**src/rtl/filt_mac_mc_if.sv**
```systemverilog
// Sample/coefficient/result bundle for filt_mac_mc. The slave modport is the filter;
// the master modport is the channelised source that also consumes the results.
interface filt_mac_mc_if #(
  parameter int gp_inp_width    = 8,
  parameter int gp_coeff_width  = 12,
  parameter int gp_coeff_length = 17,
  parameter int gp_nch          = 2,
  parameter int gp_oup_width    = gp_inp_width + gp_coeff_width + $clog2(gp_coeff_length)
);
  localparam int CW = (gp_nch > 1) ? $clog2(gp_nch) : 1;
  localparam int AW = $clog2(gp_coeff_length);

  logic                             i_ena;
  logic                             i_valid;
  logic [CW-1:0]                    i_ch;
  logic signed [gp_inp_width-1:0]   i_data;
  logic                             o_ready;
  logic                             i_coeff_we;
  logic [AW-1:0]                    i_coeff_addr;
  logic signed [gp_coeff_width-1:0] i_coeff_data;
  logic                             o_valid;
  logic [CW-1:0]                    o_ch;
  logic signed [gp_oup_width-1:0]   o_data;

  modport master (
    output i_ena, i_valid, i_ch, i_data, i_coeff_we, i_coeff_addr, i_coeff_data,
    input  o_ready, o_valid, o_ch, o_data
  );

  modport slave (
    input  i_ena, i_valid, i_ch, i_data, i_coeff_we, i_coeff_addr, i_coeff_data,
    output o_ready, o_valid, o_ch, o_data
  );
endinterface

```
**src/rtl/filt_mac_mc.sv**
```systemverilog
// Time-multiplexed multi-channel FIR: one multiplier, one delay line per channel, shared coefficients.
// Result pulses N+1 edges after accept; o_ready low while busy; results have no back-pressure.
module filt_mac_mc #(
  parameter int gp_inp_width    = 8,
  parameter int gp_coeff_width  = 12,
  parameter int gp_coeff_length = 17,
  parameter int gp_nch          = 2,
  parameter int gp_symm         = 1,
  parameter int gp_oup_width    = gp_inp_width + gp_coeff_width + $clog2(gp_coeff_length)
) (
  input logic           i_clk,
  input logic           i_rst_an,
  filt_mac_mc_if.slave  bus
);
  localparam int L  = gp_coeff_length;
  localparam int N  = (gp_symm != 0) ? (L + 1) / 2 : L;
  localparam int CW = (gp_nch > 1) ? $clog2(gp_nch) : 1;
  localparam int KW = (N > 1) ? $clog2(N) : 1;
  localparam int PW = gp_inp_width + 1;
  localparam int MW = PW + gp_coeff_width;

  typedef enum logic [1:0] {S_IDLE, S_MAC, S_DONE} state_t;

  state_t                           state_q, state_d;
  logic signed [gp_inp_width-1:0]   line_q [gp_nch][L];
  logic signed [gp_inp_width-1:0]   line_d [gp_nch][L];
  logic signed [gp_coeff_width-1:0] coeff_q [N];
  logic signed [gp_coeff_width-1:0] coeff_d [N];
  logic [KW-1:0]                    k_q, k_d;
  logic [CW-1:0]                    ch_q, ch_d;
  logic signed [gp_oup_width-1:0]   acc_q, acc_d;
  logic                             valid_q, valid_d;
  logic [CW-1:0]                    och_q, och_d;
  logic signed [gp_oup_width-1:0]   data_q, data_d;

  logic signed [gp_inp_width-1:0]   x_lo, x_hi;
  logic signed [PW-1:0]             pre;
  logic signed [MW-1:0]             prod;
  int                               kk, chi, ich, cai;

  always_comb begin
    state_d = state_q;
    k_d     = k_q;
    ch_d    = ch_q;
    acc_d   = acc_q;
    valid_d = valid_q;
    och_d   = och_q;
    data_d  = data_q;
    line_d  = line_q;
    coeff_d = coeff_q;

    kk   = int'(k_q);
    chi  = int'(ch_q);
    ich  = int'(bus.i_ch);
    cai  = int'(bus.i_coeff_addr);
    x_lo = line_q[chi][kk];
    x_hi = line_q[chi][L-1-kk];
    // Odd-length symmetric filters have an unpaired centre tap.
    if (gp_symm != 0 && !((L % 2 == 1) && (kk == (L - 1) / 2)))
      pre = PW'(x_lo) + PW'(x_hi);
    else
      pre = PW'(x_lo);
    prod = MW'(pre) * MW'(coeff_q[kk]);

    if (bus.i_ena) begin
      valid_d = 1'b0;
      if (state_q == S_IDLE && bus.i_coeff_we && cai < N)
        coeff_d[cai] = bus.i_coeff_data;
      case (state_q)
        S_IDLE: begin
          if (bus.i_valid && ich < gp_nch) begin
            for (int t = L - 1; t > 0; t--)
              line_d[ich][t] = line_q[ich][t-1];
            line_d[ich][0] = bus.i_data;
            ch_d    = bus.i_ch;
            acc_d   = '0;
            k_d     = '0;
            state_d = S_MAC;
          end
        end
        S_MAC: begin
          acc_d = acc_q + gp_oup_width'(prod);
          if (kk == N - 1)
            state_d = S_DONE;
          else
            k_d = k_q + 1'b1;
        end
        S_DONE: begin
          valid_d = 1'b1;
          data_d  = acc_q;
          och_d   = ch_q;
          state_d = S_IDLE;
        end
        default: state_d = S_IDLE;
      endcase
    end
  end

  always_ff @(posedge i_clk or negedge i_rst_an) begin
    if (!i_rst_an) begin
      state_q <= S_IDLE;
      k_q     <= '0;
      ch_q    <= '0;
      acc_q   <= '0;
      valid_q <= 1'b0;
      och_q   <= '0;
      data_q  <= '0;
      for (int c = 0; c < gp_nch; c++)
        for (int t = 0; t < L; t++)
          line_q[c][t] <= '0;
      for (int t = 0; t < N; t++)
        coeff_q[t] <= '0;
    end else begin
      state_q <= state_d;
      k_q     <= k_d;
      ch_q    <= ch_d;
      acc_q   <= acc_d;
      valid_q <= valid_d;
      och_q   <= och_d;
      data_q  <= data_d;
      line_q  <= line_d;
      coeff_q <= coeff_d;
    end
  end

  assign bus.o_ready = (state_q == S_IDLE);
  assign bus.o_valid = valid_q;
  assign bus.o_ch    = och_q;
  assign bus.o_data  = data_q;
endmodule
```
**src/flat_wrapper.sv**
```systemverilog
// flat-port wrapper written by rule: the top's interface ports become plain ports
module filt_mac_mc_flat 
#(
  parameter int gp_inp_width    = 8,
  parameter int gp_coeff_width  = 12,
  parameter int gp_coeff_length = 17,
  parameter int gp_nch          = 2,
  parameter int gp_symm         = 1,
  parameter int gp_oup_width    = gp_inp_width + gp_coeff_width + $clog2(gp_coeff_length)
)
  (i_clk, i_rst_an, bus_i_ena, bus_i_valid, bus_i_ch, bus_i_data, bus_i_coeff_we, bus_i_coeff_addr, bus_i_coeff_data, bus_o_ready, bus_o_valid, bus_o_ch, bus_o_data);
  filt_mac_mc_if #(.gp_inp_width(gp_inp_width), .gp_coeff_width(gp_coeff_width), .gp_coeff_length(gp_coeff_length), .gp_nch(gp_nch), .gp_oup_width(gp_oup_width)) bus_i ();
  input logic i_clk;
  input logic i_rst_an;
  input wire logic [$bits(bus_i.i_ena)-1:0] bus_i_ena;
  input wire logic [$bits(bus_i.i_valid)-1:0] bus_i_valid;
  input wire logic [$bits(bus_i.i_ch)-1:0] bus_i_ch;
  input wire logic [$bits(bus_i.i_data)-1:0] bus_i_data;
  input wire logic [$bits(bus_i.i_coeff_we)-1:0] bus_i_coeff_we;
  input wire logic [$bits(bus_i.i_coeff_addr)-1:0] bus_i_coeff_addr;
  input wire logic [$bits(bus_i.i_coeff_data)-1:0] bus_i_coeff_data;
  output wire logic [$bits(bus_i.o_ready)-1:0] bus_o_ready;
  output wire logic [$bits(bus_i.o_valid)-1:0] bus_o_valid;
  output wire logic [$bits(bus_i.o_ch)-1:0] bus_o_ch;
  output wire logic [$bits(bus_i.o_data)-1:0] bus_o_data;
  assign bus_i.i_ena = bus_i_ena;
  assign bus_i.i_valid = bus_i_valid;
  assign bus_i.i_ch = bus_i_ch;
  assign bus_i.i_data = bus_i_data;
  assign bus_i.i_coeff_we = bus_i_coeff_we;
  assign bus_i.i_coeff_addr = bus_i_coeff_addr;
  assign bus_i.i_coeff_data = bus_i_coeff_data;
  assign bus_o_ready = bus_i.o_ready;
  assign bus_o_valid = bus_i.o_valid;
  assign bus_o_ch = bus_i.o_ch;
  assign bus_o_data = bus_i.o_data;
  filt_mac_mc #(.gp_inp_width(gp_inp_width), .gp_coeff_width(gp_coeff_width), .gp_coeff_length(gp_coeff_length), .gp_nch(gp_nch), .gp_symm(gp_symm), .gp_oup_width(gp_oup_width)) u_core (.i_clk(i_clk), .i_rst_an(i_rst_an), .bus(bus_i));
endmodule
```
**config.mk**
```make
export PLATFORM = sky130hd
export DESIGN_NAME = filt_mac_mc_flat
export DESIGN_NICKNAME = d
export VERILOG_FILES = /design/src/rtl/filt_mac_mc_if.sv /design/src/rtl/filt_mac_mc.sv /design/src/flat_wrapper.sv
export SDC_FILE = /design/constraint.sdc
export NUM_CORES = 1
export LEC_CHECK = 0
export ABC_AREA = 1
export BUFFER_PORTS_ARGS = -buffer_cell sky130_fd_sc_hd__buf_2
export CAP_MARGIN = 0
export CORE_ASPECT_RATIO = 0.9
export CORE_MARGIN = 5
export CORE_UTILIZATION = 60
export DETAILED_ROUTE_END_ITERATION = 6
export MAX_ROUTING_LAYER = met4
export PLACE_DENSITY = 0.81
export SYNTH_ARGS = -nofsm -noshare
export SYNTH_HDL_FRONTEND = slang
export SYNTH_SLANG_ARGS = --single-unit
```
**constraint.sdc**
```tcl
create_clock -name i_clk -period 11.3 [get_ports i_clk]
set_input_delay 1.695 -clock i_clk [delete_from_list [all_inputs] [get_ports i_clk]]
set_output_delay 1.695 -clock i_clk [all_outputs]
set_load 0.005 [all_outputs]
```
# Word level (Yosys, flattened, before mapping)
# Index checks and enable logic that the tools add are counted.
# W data, S select, Z words.
[totals]
elab_cells = 166
ff_bits = 439
output_inout_bits = 28
[op_classes]
n_reduce_logical = 12
n_lt_le_gt_ge = 9
add_sub_neg = 4
muxes = 79
n_bitwise = 5
eq_ne = 6
n_mul = 1
[ops]
columns = ["op", "count"]
rows = [
  ["$bwmux W272", 17],
  ["$demux W136 S1", 17],
  ["$mux W136", 7],
  ["$mux W128", 1],
  ["$mux W120", 1],
  ["$mux W112", 1],
  ["$bwmux W108", 1],
  ["$mux W104", 1],
  ["$mux W96", 1],
  ["$mux W88", 1],
  ["$bmux W8 S5", 2],
  ["$mux W80", 1],
  ["$mux W72", 1],
  ["$ge A32 B2 Y1 const B", 2],
  ["$ge A32 B5 Y1 const B", 2],
  ["$ge A32 B6 Y1 const B", 2],
  ["$lt A32 B1 Y1 const B", 2],
  ["$mux W64", 1],
  ["$not A1 Y32", 2],
  ["$mux W56", 1],
  ["$pmux W25 S2", 1],
  ["$bmux W12 S4", 1],
  ["$demux W12 S4", 1],
  ["$mux W48", 1],
  ["33 further kinds", 48],
]

# Depth between registers and ports, before layout
# Gate-level depths: netlist of the first run.
[logic_depth]
ltp_word = 22
mapped_depth = 46
ltp_nobuf = 41

# Worst setup path after synthesis of the first run
# Ideal clock, no wire load.
[synth_timing]
path_kind = "reg-to-reg"
startpoint = "reg u_core.k_q[1]"
endpoint = "reg u_core.acc_q[24]"
slack_ns = 3.288
setup_time_ns = 0.118
stages_incl_launch_ff = 43
t_arrival_ns = 7.894
synth_period_minus_slack_ns = 8.012
t_required_ns = 11.182
path_cell_list = "dfrtp_1 -> clkbuf_1 -> inv_1 -> buf_2 -> buf_1 -> buf_1 -> ha_1 -> nand2_1 -> nor2_1 -> clkinv_1 -> nor3_2 -> nand2_1 -> nand2_1 -> ha_1 -> inv_1 -> fa_1 -> inv_1 -> nand4_1 -> [7 not listed] -> inv_1 -> fa_1 -> fa_1 -> inv_1 -> fa_1 -> inv_1 -> fa_1 -> inv_1 -> ha_1 -> nand2_1 -> nor2_1 -> nand2_1 -> nor2_1 -> nand2_1 -> nand3_1 -> nand2_1 -> nand3_1 -> nand2_1"
[synth_via]
elab_chain_len = 10
elab_cells_between_ends = 18
[synth_lines]
columns = ["item", "line", "text"]
rows = [
  ["start, declared", "filt_mac_mc.sv:29", "logic [KW-1:0] k_q, k_d;"],
  ["start signal, assigned", "filt_mac_mc.sv:115", "k_q <= k_d;"],
  ["$sub A5 B4 Y6", "filt_mac_mc.sv:57", "x_hi = line_q[chi][L-1-kk];"],
  ["$not A32 Y32 (implied by the code)", "filt_mac_mc.sv:57", ""],
  ["$bmux W8 S5", "filt_mac_mc.sv:57", ""],
  ["$mux W8 (implied by the code) (2 in series)", "filt_mac_mc.sv:57", ""],
  ["$add A8 B8 Y9", "filt_mac_mc.sv:60", "pre = PW'(x_lo) + PW'(x_hi);"],
  ["$mux W9", "filt_mac_mc.sv:59", "if (gp_symm != 0 && !((L % 2 == 1) && (kk == (L - 1) / 2)))"],
  ["$mul A9 B12 Y21 (*)", "filt_mac_mc.sv:63", "prod = MW'(pre) * MW'(coeff_q[kk]);"],
  ["$add A25 B21 Y25 (*)", "filt_mac_mc.sv:82", "acc_d = acc_q + gp_oup_width'(prod);"],
  ["$pmux W25 S2 (*)", "filt_mac_mc.sv:69", "case (state_q)"],
  ["end signal, assigned", "filt_mac_mc.sv:104", "acc_q <= '0;"],
  ["end signal, assigned", "filt_mac_mc.sv:117", "acc_q <= acc_d;"],
  ["end, declared", "filt_mac_mc.sv:31", "logic signed [gp_oup_width-1:0] acc_q, acc_d;"],
]
# Mark *: on every way between the ends. The rest lies on a longest branch, timed or not. The select of a mux whose other input is x is not followed.
# A chain may end at the register's enable or synchronous reset.

# Worst setup path in the final report of the first run
[layout_timing]
startpoint = "reg u_core.k_q[2]"
endpoint = "reg u_core.acc_q[22]"
# Same word-level chain as after synthesis.

==> Flow_metrics.wiki, run 1 <==
{| class="wikitable"
! Metric !! Value
|-
| Status || completed
|-
| Final WL || between 60000 and 70000 um
|-
| Length of the first detailed-routing pass in iterations || 5
|-
| Number of antenna violations at the first check in global routing || 0
|-
| Sinks on Clock Net || 439
|-
| CTS hold repair buffers || 0
|-
| Fmax || approximately 110 MHz
|-
| Root buffer cell || clkbuf_16
|-
| Global routing met2 resource utilization || 42.2%
|-
| Cell count along the critical path || 37
|-
| CTS H-tree lvls || 2
|-
| Dominant cell type by count on the critical path || inv_1
|-
| Most used flip-flop cell after synthesis || dfrtp_1
|-
| Yosys warning count || 0
|-
| Critical path launch point type || flip-flop
|-
| Hold Path Depth || 2
|-
| Row count || 73
|-
| Via count of the first global-routing pass || 21300
|-
| Max Fanout on Critical Path || 26
|-
| Global routing met3 resource utilization || about 5.0%
|-
| Synth async-reset ratio || between 90% and 100%
|-
| Setup tns final || 0 ns
|-
| Routability-driven placement congestion ratio || 0.933
|-
| Cell count after synthesis || around 3300
|-
| Congestion Overflow GR || 0
|-
| Total of cells resized after clock tree synthesis || 0
|-
| Worst-case headroom to the max-slew limit || 20.2%
|-
| Final cell count without fillers || 3888
|-
| RSZ-0062 raised after global routing || no
|-
| Buffers and inverters on the worst path || 11
|-
| CTS Buffer Depth || 3
|-
| Setup-failing EPs final || 0
|-
| Overall fraction of global-route tracks in use || 28.5%
|-
| Hold Vio Cnt, Final || 0
|-
| Horizontal extent of the die || 233 um
|-
| Worst-Skew Late Latency || 0.59 ns
|-
| Pins over their slew limit || 0
|-
| DR DRC count || 0
|-
| Count of nets left with antenna violations after detail routing || 0
|-
| Cell depth of the worst flop-to-flop path || 37
|-
| Total core area || 44200 um2
|-
| Skew final || 0.0266 ns
|-
| Delay of the slowest cell on the worst path || approximately 0.64 ns
|-
| Net count of the mapped netlist || 3525
|-
| Synthesis-stage register bit count || 439
|-
| NumNets Final || 3477
|-
| Area growth, synth to finish || 7.59%
|-
| Detail-routed via count per cell || 5.69
|-
| CTS Buf Count || 45
|-
| Clock-pin transition on the worst setup and hold timing paths || 0.07 ns
|-
| Mean routed wirelength per cell || 17.3 um
|-
| Number of enable-type register cells in the synthesized netlist || 0
|-
| Transition time at the pin with the least slew margin || 1.19 ns
|-
| Initial Util || 60.7%
|-
| Number of max-capacitance violations reported || 0
|-
| Post-detail-place hpwl || roughly 45000 um
|-
| Final critical-path required period || 9.13 ns
|-
| First-pass GRT wire length || 111000 um
|-
| Hold/Removal Path Class || flip-flop to flip-flop
|-
| Post-synth cell types || 40
|-
| Die span in y || 211 um
|-
| Syn_area_per_cell || between 8 and 9 um2
|-
| TritonCTS clock tree || built
|-
| Crit path kind || flip-flop to flip-flop
|-
| Layout cells sized above 1 || between 10% and 20%
|-
| CP arrival || 9.61 ns
|-
| Maximum number of pins on one net before global-route repair || between 200 and 250
|-
| Buffers added on ports || 58
|-
| Vias || 22100
|-
| Mapped cell area || 26800 um2
|-
| Most frequent cells in the layout || 977 x nand2_1, 436 x dfrtp_1, 374 x inv_1
|-
| Die Area || 49000 um2
|-
| Most heavily used metal layer in global routing || met2
|-
| Register area share after synthesis || around two fifths
|-
| Met1 Usage GRT || around two fifths
|-
| Most common library cell in the layout ignoring fill and taps || nand2_1
|-
| Slowest stage cell on the critical path || fa_1
|-
| I/O pin count || 59
|-
| Post-layout utilization of the core || 65.3%
|-
| Critical Path RT || 11.78 ns
|-
| Worst Setup End Kind || flip-flop
|-
| CP top delay family || adder cells
|-
| Setup Fix Bufs, Post-CTS || 0
|-
| 1st-iter DRT viols || ~2200
|-
| # placed instances || 3807
|-
| Final worst path period share || 80.8%
|}
kinds of logic after synthesis:
kind of cell    count (synthesis)  synth area share, %
compound gates                477                 9.95
xor+xnor                        6                0.196
fa+ha+maj                     192                 12.3
buf+inv                       558                 8.30
flops                         439                 41.0
mux                           124                 5.21
simple gates                 1506                 23.1
stage by stage:
| step | cell area [um2] | setup slack (ns) | hold slack [ns] |
|---|---|---|---|
| CTS | 28800 | 2.26 | 0.488 |
| finish | 28900 | 2.17 | 0.485 |
| global route | 28800 | 1.58 | 0.502 |
| floorplan | 26800 | 3.29 | 0.453 |
| global placement | 27300 | 2.59 | 0.461 |
| detailed placement | 27300 | 2.30 | 0.469 |
path summary, 6_finish.rpt:
path	start	endpoint	slack (ns)
max in group asynchronous	i_rst_an	u_core.coeff_q[70]	8.53
min in group asynchronous	i_rst_an	u_core.bus.o_ch	1.15
worst min-delay path	u_core.coeff_q[84]	u_core.coeff_q[84]	0.49
worst max-delay path	u_core.k_q[2]	u_core.acc_q[22]	2.17
worst min register to register	u_core.coeff_q[84]	u_core.coeff_q[84]	0.49
worst max register to register	u_core.k_q[2]	u_core.acc_q[22]	2.17
cell usage after synthesis, types with 2 or more instances:
cell      number  area, um2
a21oi_1      103        515
a21oi_2       60        526
and2_1         2       12.5
buf_1         26       97.6
buf_2         44        220
buf_6         10        113
clkbuf_1      94        353
clkinv_1       4       15.0
dfrtp_1      439      11000
fa_1         120       2400
ha_1          72        901
inv_1        376       1410
inv_2          4       15.0
mux2_2       124       1400
nand2_1      977       3670
nand2_2        2       12.5
nand2_4        2       22.5
nand3_1      322       1610
nand3b_1       6       45.0
nand4_1       14       87.6
nor2_1       164        616
nor2_4         2       22.5
nor3_1         7       35.0
o211ai_1      13       97.6
o21ai_0      274       1370
o21ai_1       18       90.1
o21bai_1       2       15.0
o22ai_1        2       12.5
or2_2          4       25.0
xnor2_1        4       35.0
xor2_1         2       17.5
routing by layer:
metal / share of wire, % / up-vias
met4: 2.0 / 0
met1: 45 / 10700
met5: 0 / -
li1: - / 10400
met2: 45 / 822
met3: 7.7 / 118
layout make-up:
| class | count | area, um2 |
|---|---|---|
| Antenna cell | 1 | 2.50 |
| Clock buffer | 61 | 1270 |
| Clock inverter | 19 | 248 |
| Fill cell | 3631 | 15400 |
| Inverter | 384 | 1450 |
| Multi-Input combinational cell | 2305 | 13600 |
| Sequential cell | 439 | 11000 |
| Tap cell | 600 | 751 |
| Timing Repair Buffer | 79 | 520 |
flip-flops by register name (all words and copies together) (netlist names):
| signal | flops |
|---|---|
| u_core.acc_q | 25 |
| u_core.k_q | 4 |
| u_core.coeff_q | 108 |
| u_core.bus.o_ch | 1 |
| u_core.bus.o_data | 25 |
| u_core.line_q | 272 |
| u_core.state_q | 2 |
| u_core.bus.o_valid | 1 |
| u_core.ch_q | 1 |
tightest hold or removal path, stage by stage (launching register included):
cell     delay, ns
dfrtp_1       0.34
nand2_1       0.05
o21ai_0       0.06
Power of run 1 is left out: the tool's default activity adds up to more than one toggle a clock period on the data nets, which glitch-free logic cannot reach.
==> run 2: changes to the inputs <==
==> constraint.sdc (replaced) <==
create_clock -name i_clk -period 8.8 [get_ports i_clk]
set_input_delay 1.32 -clock i_clk [delete_from_list [all_inputs] [get_ports i_clk]]
set_output_delay 1.32 -clock i_clk [all_outputs]
set_load 0.005 [all_outputs]
==> run 2 against run 1 <==
First-iteration DRC count up 2.8%. Highest routed layer unchanged. Clock skew up 0.0010 ns. Global-route usage up 0.84 points. Die area unchanged.
==> Flow_metrics.wiki, run 2 (synthesis results as in run 1) <==
{| class="wikitable"
! Metric !! Value
|-
| Area of combinational cells with multiple inputs || 13600 um2 (unchanged)
|-
| Setup tns final || 0 ns (unchanged)
|-
| CTS hold repair buffers || 0 (unchanged)
|-
| Top flop regs || u_core.line_q: 272 flops, u_core.coeff_q: 108 flops
|-
| Row count || 73 (unchanged)
|-
| Hold path start || u_core.bus.o_data[9]
|-
| Final critical-path required period || 8.09 ns (-1.04 ns)
|-
| Via count of the first global-routing pass || 22100 (+3.5%)
|-
| Sinks on Clock Net || 439 (unchanged)
|-
| Minimum setup slack after placement || 0.749 ns (-1.55 ns)
|-
| Detail-routed via count per cell || 5.66 (-0.46%)
|-
| Hold/Removal Path Class || flip-flop to flip-flop
|-
| Number of max-capacitance violations reported || 0 (unchanged)
|-
| Final WL || 68500 um (+1.9%)
|-
| Overall fraction of global-route tracks in use || 29.3% (+0.84 points)
|-
| Max Fanout on Critical Path || 48 (+85%)
|-
| Final critical-path setup slack || 0.711 ns (-1.46 ns)
|-
| Hold Vio Cnt, Final || 0 (unchanged)
|-
| Pins over their slew limit || 0 (unchanged)
|-
| Transition time at the pin with the least slew margin || 1.26 ns (+0.0617 ns)
|-
| Routability-driven placement congestion ratio || 0.939 (+0.65%)
|-
| Worst Setup End Kind || flip-flop
|-
| CTS H-tree lvls || 2 (unchanged)
|-
| Dominant cell type by count on the critical path || nand2_1
|-
| Buffers and inverters on the worst path || 8 (-3)
|-
| CTS Buffer Depth || 3 (unchanged)
|-
| Worst-case headroom to the max-slew limit || 16.3% (-3.9 points)
|-
| Length of the first detailed-routing pass in iterations || 6 (+1)
|-
| RSZ-0062 raised after global routing || no
|-
| Critical Path RT || 9.26 ns (-2.52 ns)
|-
| 1st-iter DRT viols || 2283 (+2.8%)
|-
| Buffers added on ports || 58 (unchanged)
|-
| Most common library cell in the layout ignoring fill and taps || nand2_1
|-
| Final hold slack || 0.476 ns (-0.00863 ns)
|-
| Count of nets left with antenna violations after detail routing || 0 (unchanged)
|-
| First-pass GRT wire length || 114000 um (+3.5%)
|-
| Setup Fix Bufs, Post-CTS || 0 (unchanged)
|-
| TritonCTS clock tree || built
|-
| Total of cells resized after clock tree synthesis || 0 (unchanged)
|-
| Final antenna diode count || 0 (-1)
|-
| Post-layout utilization of the core || 65.4% (+0.17 points)
|-
| Delay of the slowest cell on the worst path || 0.64 ns (about the same)
|-
| Skew final || 0.0276 ns (+0.00102 ns)
|-
| Root buffer cell || clkbuf_16
|-
| Number of filler instances in the final layout || 3624 (-0.19%)
|-
| DR DRC count || 0 (unchanged)
|-
| Die span in y || 211 um (unchanged)
|-
| Status || completed
|-
| Critical Path Source || u_core.ch_q
|-
| Mean routed wirelength per cell || 17.6 um (+1.5%)
|-
| Die Area || 49000 um2 (unchanged)
|-
| Critical R2R Launch || u_core.ch_q
|-
| I/O pin count || 59 (unchanged)
|-
| Final worst path period share || 91.9% (+11 points)
|-
| Total core area || 44200 um2 (unchanged)
|-
| Flip-flop and latch area || 11000 um2 (unchanged)
|-
| Number of flip-flops in the largest register || 272 (unchanged)
|-
| NumNets Final || 3490 (+0.37%)
|-
| Crit path kind || flip-flop to flip-flop
|-
| Area growth, synth to finish || 7.87%
|-
| CTS Buf Count || 45 (unchanged)
|-
| Horizontal extent of the die || 233 um (unchanged)
|-
| Clock-pin transition on the worst setup and hold timing paths || 0.06 ns (about the same)
|-
| Worst-Skew Late Latency || 0.60 ns (about the same)
|-
| Slowest stage cell on the critical path || fa_1
|-
| Layout cells sized above 1 || 11.2% (+0.34 points)
|-
| Setup-failing EPs final || 0 (unchanged)
|-
| Initial Util || 60.7% (unchanged)
|-
| Post-detail-place hpwl || 45700 um (+2.1%)
|-
| Most frequent cells in the layout || 977 x nand2_1, 436 x dfrtp_1, 374 x inv_1
|-
| Congestion Overflow GR || 0 (unchanged)
|-
| Maximum number of pins on one net before global-route repair || 194 (-11%)
|-
| Fmax || 124 MHz (+13%)
|-
| Largest register by flop count || u_core.line_q
|-
| CP top delay family || adder cells
|-
| CP arrival || 8.55 ns (-1.06 ns)
|-
| Number of antenna violations at the first check in global routing || 0 (unchanged)
|-
| Vias || 22100 (-0.099%)
|-
| Critical path launch point type || flip-flop
|}
-- run 2: stage by stage --
| stage | cell area [um2] | instances |
|---|---|---|
| floorplan | 26800 | 3302 |
| global placement | 27400 | 3820 |
| detailed placement | 27400 | 3820 |
| CTS | 28900 | 3902 |
| global route | 28900 | 3902 |
| finish | 28900 | 3902 |
-- run 2: final timing paths --
| check | end | slack (ns) | cells past startpoint |
|---|---|---|---|
| max in group asynchronous | u_core.coeff_q[94] | 6.43 | 2 |
| min in group asynchronous | u_core.line_q[35] | 0.79 | 1 |
| worst max register to register | u_core.acc_q[24] | 0.71 | 37 |
| worst min-delay path | u_core.bus.o_data[9] | 0.48 | 2 |
| worst min register to register | u_core.bus.o_data[9] | 0.48 | 2 |
| worst max-delay path | u_core.acc_q[24] | 0.71 | 37 |
-- run 2: cell type report --
class,count,share of cell area (%)
flip-flops and latches,439,38.0
clock inverters,20,0.904
well taps,600,2.60
repair buffers,92,2.01
clock buffers,62,4.39
inverters,384,5.00
multi-input cells,2305,47.1
-- run 2: worst min-delay path, stage by stage, from the launching register on --
cell	delay (ns)
dfrtp_1	0.34
nand2_1	0.05
o21ai_0	0.05
-- run 2: metal layers --
metal,share of wire [%],vias to the layer above,track usage [%],wire [um]
met3,8.3,127,5.67,5690
met2,45,834,44.7,31000
met5,0,-,-,0
met1,44,10700,41.3,30300
met4,2.1,0,7.09,1470
li1,-,10500,-,-
Power of run 2 is left out for the same reason.
